**config.mk**
```make
export PLATFORM = sky130hd
export DESIGN_NAME = spram_lane_bank
export DESIGN_NICKNAME = d
export VERILOG_FILES = /design/src/rtl/spram_lane_bank.sv
export SDC_FILE = /design/constraint.sdc
export NUM_CORES = 2
export LEC_CHECK = 0
export CAP_MARGIN = 0
export CORE_ASPECT_RATIO = 0.9
export CORE_MARGIN = 3
export CORE_UTILIZATION = 30
export DETAILED_ROUTE_END_ITERATION = 6
export PLACE_DENSITY = 0.49
export SYNTH_ARGS = -nofsm -noshare
export SYNTH_HDL_FRONTEND = slang
export SYNTH_SLANG_ARGS = --single-unit
```
**constraint.sdc**
```tcl
create_clock -name CLK -period 12.6 [get_ports CLK]
set_input_delay 2.52 -clock CLK [delete_from_list [all_inputs] [get_ports CLK]]
set_output_delay 2.52 -clock CLK [all_outputs]
set_load 0.005 [all_outputs]
```
**src/rtl/spram_lane_bank.sv**
```systemverilog
// Single-port byte-lane RAM: zero-fills itself after reset, then serves one read or write per cycle.
// Latency: writes commit at the accepting edge; read data arrives READ_LAT cycles after acceptance.
// Backpressure: READY is low during the post-reset zero-fill, then stays high; nothing stalls once idle.
module spram_lane_bank #(
    parameter int LANES    = 2,
    parameter int AW       = 8,
    parameter int READ_LAT = 1
) (
    input  logic                 CLK,
    input  logic                 NRST,
    input  logic                 CS,
    input  logic                 RD,
    input  logic                 WR,
    input  logic [LANES-1:0]     BE,
    input  logic [AW-1:0]        AD,
    input  logic [8*LANES-1:0]   DI,
    output logic [8*LANES-1:0]   DO,
    output logic                 READY,
    output logic                 DVALID,
    output logic                 ERR
);

    localparam int DW = 8 * LANES;
    localparam logic [AW-1:0] CNT_ONE = AW'(1);

    typedef enum logic {
        S_INIT,
        S_IDLE
    } state_t;

    state_t          state;
    logic [AW-1:0]   init_cnt;
    logic            ready_q;
    logic            err_q;

    logic [DW-1:0]   mem [2**AW];
    logic [DW-1:0]   wr_word;
    logic            rd_acc;
    logic            wr_acc;

    logic [READ_LAT-1:0] pipe_vld;
    logic [DW-1:0]       pipe_dat [READ_LAT];

    assign rd_acc = (state == S_IDLE) && CS && RD && !WR;
    assign wr_acc = (state == S_IDLE) && CS && WR && !RD;

    // Merge enabled lanes of DI over the current word so disabled lanes keep their contents.
    always_comb begin
        wr_word = mem[AD];
        for (int i = 0; i < LANES; i++) begin
            if (BE[i]) begin
                wr_word[8*i +: 8] = DI[8*i +: 8];
            end
        end
    end

    always_ff @(posedge CLK or negedge NRST) begin
        if (!NRST) begin
            state    <= S_INIT;
            init_cnt <= '0;
            ready_q  <= 1'b0;
            err_q    <= 1'b0;
        end else begin
            err_q <= 1'b0;
            case (state)
                S_INIT: begin
                    init_cnt <= init_cnt + CNT_ONE;
                    if (init_cnt == '1) begin
                        state   <= S_IDLE;
                        ready_q <= 1'b1;
                    end
                end
                S_IDLE: begin
                    ready_q <= 1'b1;
                    err_q   <= CS && RD && WR;
                end
                default: begin
                    state   <= S_INIT;
                    ready_q <= 1'b0;
                end
            endcase
        end
    end

    // Storage is never reset; the NRST qualifier keeps the zero-fill from running while reset is held.
    always_ff @(posedge CLK) begin
        if (NRST && state == S_INIT) begin
            mem[init_cnt] <= '0;
        end else if (wr_acc) begin
            mem[AD] <= wr_word;
        end
    end

    // Each stage only reloads on a valid beat, so the final stage doubles as the DO hold register.
    always_ff @(posedge CLK or negedge NRST) begin
        if (!NRST) begin
            pipe_vld <= '0;
            for (int k = 0; k < READ_LAT; k++) begin
                pipe_dat[k] <= '0;
            end
        end else begin
            pipe_vld[0] <= rd_acc;
            if (rd_acc) begin
                pipe_dat[0] <= mem[AD];
            end
            for (int k = 1; k < READ_LAT; k++) begin
                pipe_vld[k] <= pipe_vld[k-1];
                if (pipe_vld[k-1]) begin
                    pipe_dat[k] <= pipe_dat[k-1];
                end
            end
        end
    end

    assign DO     = pipe_dat[READ_LAT-1];
    assign DVALID = pipe_vld[READ_LAT-1];
    assign READY  = ready_q;
    assign ERR    = err_q;

endmodule

```
Word-level counts from Yosys, hierarchy flattened
Memories as Yosys holds them, arrays and structs flattened.
Cells that the tools add are included.
Widths: inputs -> output; s select.
{"block": "totals", "register_bits": 28, "wordCells": 37, "ramBits": 4096, "memories": 1, "in_bits": 31, "output_inout_bits": 19}
{"block": "op_classes", "addsub": 1, "n_bitwise": 1, "n_eq_ne": 2, "n_reduce_logical": 11, "n_mux": 15}
{"memory": "mem", "words": 256, "word_bits": 16, "rd": 1, "rd_clocked_by_memory_dff": 0, "write_ports": 1, "line": "36", "source": "logic [DW-1:0] mem [2**AW];"}
{"operator": "$mux 8", "count": 3}
{"operator": "$mux 16", "count": 1}
{"operator": "$reduce_or 16->1", "count": 1}
{"operator": "$mux 1", "count": 10}
{"operator": "$add 8x1->8 const B", "count": 1}
{"operator": "$eq 8x8->1 const B", "count": 1}
{"operator": "$logic_and 1x1->1", "count": 8}
{"operator": "$logic_not 1->1", "count": 2}
{"operator": "$ne 2x2->1 const B", "count": 1}
{"operator": "$pmux 1 s2", "count": 1}
{"operator": "$not 1->1", "count": 1}

Longest topological paths before layout
{"block": "logic_depth", "ltp_word": 8, "depth_mapped": 13}

Least setup slack after synthesis
OpenSTA, ideal clock, no wires.
{"block": "synth_timing", "kind": "input-to-reg", "startpoint": "input AD[0]", "endpoint": "memory mem[0][0] (netlist bit), data pin", "required_ns": 10.365, "slack_ns": -4.173, "t_arrival_ns": 14.538, "path_stages": 12, "cell_sequence": "buf_4 buf_6 buf_6 buf_4 buf_4 mux2i_1 o22ai_1 nor3_1 nor3_1 nand4_1 and3_1 o31ai_1"}
{"element": "start: declaration", "line": "15", "source": "input logic [AW-1:0] AD,"}
{"element": "end: declaration", "line": "36"}

==> summary.md <==
| Metric | Value |
|---|---|
| PostCTS Resize Cnt | `0` |
| Vias | `80900` |
| Total track usage | `0.184` |
| Area leader, netlist | `edfxtp_1` |
| Clock transition at path regs | `roughly 0.06 ns` |
| Clock Path Buffers | `4` |
| Max Fclk | `about 0.12 GHz` |
| Slew Viols, Final | `3` |
| Number of CTS-inserted buffers | `between 400 and 500` |
| Dpl hpwl | `between 300 and 400 mm` |
| Synth async-reset ratio | `0.00679` |
| Vias per cell | `between 5 and 6` |
| Reg2reg path depth | `9` |
| Final Hold Violating Endpoints | `0` |
| Arr. time, crit path | `9.17 ns` |
| Global-route wire length before repair | `roughly 690 mm` |
| Endpoints failing setup | `0` |
| Hold EP | `DO[6]$_DFFE_PN0P_` |
| Layout area overhead | `15.7%` |
| CP startpoint kind | `input port` |
| Area contributors post-synth | `edfxtp_1 (77%), mux4_2 (12%), mux2i_1 (2.5%)` |
| Worst r2r src | `mem[7][7]$_DFFE_PP_` |
| # fillers | `~49000` |
| Most numerous cell in the Yosys netlist | `edfxtp_1` |
| Cell count after synthesis | `~7300` |
| Number of antenna violations at the first check in global routing | `45` |
| Final Cycle Share | `0.679` |
| Crit-path max FO | `between 90 and 100` |
| Pin count of the biggest net entering global routing | `between 150 and 200` |
| DR pass1 iterations | `5` |
| Drt total wl | `between 500 and 600 mm` |
| CTS tree | `done` |
| Hold Path Origin | `DO[6]$_DFFE_PN0P_` |
| Row cnt | `roughly 250` |
| Die span in y | `around 700 um` |
| Layout cells sized above 1 | `0.271` |
| Seq/Total Area, Yosys | `0.779` |
| Synth Flop Type | `edfxtp_1` |
| Power density over the cells | `around 150 nW/um^2` |
| CP Data Required Time | `13.21 ns` |
| Worst slew pin tran | `between 1.5 and 2 ns` |
| Yosys Warn Count | `0` |
| FF/Latch Area | `approximately 120000 um^2` |
| RSZ-0062 raised after global routing | `no` |
| Top cells by count, synth | `edfxtp_1 (4096), mux4_2 (876), mux2i_1 (393), nor2_1 (312), a22oi_1 (198)` |
| Post-CTS setup buffer count | `0` |
| Leak | `between 40 and 50 nW` |
| Reg2Reg Capture Point | `mem[144][7]$_DFFE_PP_` |
| I/O Buffers | `49` |
| IO Count | `50` |
| Die width | `773 um` |
| Hold-fix buffer count after cts | `0` |
| Highest metal used | `met5` |
| Wl on met1 | `roughly 220 mm` |
| Residual DRC count | `0` |
| Post-synth EDFFs | `between 4000 and 5000` |
| Core Region | `525000 um^2` |
| Yosys cell types | `68` |
| Violated checks | `max-capacitance violations, max-slew violations` |
| Clk_skew | `0.0495 ns` |
| Tmin final | `8.56 ns` |
| CTS Root Buffer Type | `clkbuf_16` |
| Maximum VDD drop | `0.119 mV` |
| Clock Sinks | `4124` |
| Met3 Wirelength | `48.6 mm` |
| H-tree Lvls | `5` |
| Setup TNS Final | `0 ns` |
| Outcome | `finished with violations` |
| Starting density of the core | `0.302` |
| Total Die Area | `roughly 540000 um^2` |
| Final cell utilization of the core | `0.350` |
| GPL Wtd Cong | `roughly 0.84` |
| Met2 WL post-DR | `roughly 230 mm` |
| Antenna-violating nets left | `0` |
| WL per Instance | `around 34 um` |
| Mapped Nets | `7339` |
| Synthesized area | `around 160000 um^2` |
| WS Path Type | `input port to flip-flop` |
| Clock Latency Late Sink | `about 1.0 ns` |
| Max-Cap Viols | `2` |
| Register-to-Register Setup Slack | `about 6.9 ns` |
| Count of state elements after synthesis | `~4100` |
| Min-Delay Path Class | `flip-flop to flip-flop` |
| Relative slew slack | `-0.0258` |
| Top cell type's share of synthesized area | `0.774` |
| Initial DRC count | `11000` |
| Vias in the first global route | `79700` |
| Critical Path Source | `AD[1]` |
| Total gr overflow | `0` |
| Hold Path Depth | `2` |
| Post-layout net count | `7845` |
| Avg Synthesized Cell Area | `~22 um^2` |
| CP Capture Type | `flip-flop` |
| Area of the multi-input gates | `approximately 33000 um^2` |
==> area by class of cell <==
type                    count  share of cell area
clock inverters           277              0.0137
inverters                   8            0.000218
repair buffers            506              0.0232
clock buffers             513              0.0605
well taps                6985              0.0476
multi-input cells        2746               0.182
diodes                     15            0.000204
flip-flops and latches   4124               0.673
==> cell usage in the layout, fill, tap and decap left out, types with 28 or more instances in the layout <==
master,n
a21oi_1,103
a221oi_1,74
a22oi_1,198
buf_4,430
bufinv_16,42
clkbuf_1,81
clkbuf_16,432
clkdlybuf4s50_1,40
clkinv_1,116
clkinv_2,83
dfrtp_1,28
edfxtp_1,4096
mux2_2,35
mux2i_1,393
mux4_2,876
nand2_1,146
nand3_1,56
nor2_1,144
nor2_2,153
nor3_1,42
o21ai_0,31
o21ai_1,29
o221ai_1,28
o22ai_1,122
==> sequential cells by signal, summed over array words and instances (netlist names) <==
signal and count:
DO 16, init_cnt 8, mem 4096, ERR 1, READY 1, DVALID 1
state 1
==> critical path, cell delays in order <==
cell       delay [ns]
buf_8            0.37
buf_4            0.69
nor2b_4          0.28
buf_4            0.39
buf_4            0.38
a221oi_1         0.17
a22o_1           0.29
a2111oi_1        1.31
a41oi_1          0.37
nand3_1          0.28
nand2_4          0.51
buf_4            0.67
buf_4            0.49
==> worst max path at each step <==
stage / end / slack [ns] / cells past startpoint
floorplan: mem[0][11]$_DFFE_PP_ / 0.60 / 13
global placement: mem[78][14]$_DFFE_PP_ / 2.76 / 11
detailed placement: mem[79][14]$_DFFE_PP_ / 3.20 / 11
CTS: mem[97][14]$_DFFE_PP_ / 4.25 / 11
global route: mem[97][14]$_DFFE_PP_ / 3.73 / 11
finish: mem[144][7]$_DFFE_PP_ / 4.04 / 13
==> power by group <==
part	total (mW)	switching, mW	internal (mW)
Sequential	14.8	0	14.8
Combinational	0.847	0.599	0.247
Clock	12.5	5.34	7.13
==> layer usage <==
layer  track usage  vias to the layer above
li1              -                    32000
met3        0.0471                      674
met2         0.285                     3793
met4        0.0457                       12
met1         0.261                    44400
met5             0                        -
==> through the flow <==
step | power [mW] | cell area, um^2 | worst slack, ns | instances | hold WS (ns)
after floorplan | 15.6 | 159000 | 0.600 | 7307 | 0.463
after global placement | 16.0 | 170000 | 2.76 | 14400 | 0.458
after detailed placement | 16.0 | 170000 | 3.20 | 14400 | 0.459
after CTS | 28.4 | 184000 | 4.25 | 15200 | 0.472
after global routing | 28.9 | 184000 | 3.73 | 15200 | 0.497
final | 28.2 | 184000 | 4.04 | 15200 | 0.468
==> kinds of logic (layout without fill, tap and decap cells) <==
group	Yosys count	count (layout)	share of synthesized area
AOI/OAI and AO/OA	737	737	0.0327
and+or+nand+nor	697	697	0.0196
adders and majority gates	1	1	0.0000788
buffers and inverters	437	1304	0.0169
DFF	4124	4124	0.779
other	0	15	0
xor gates and xnor gates	7	7	0.000386
muxes	1304	1304	0.151
Power figures use the tool's default switching activity.
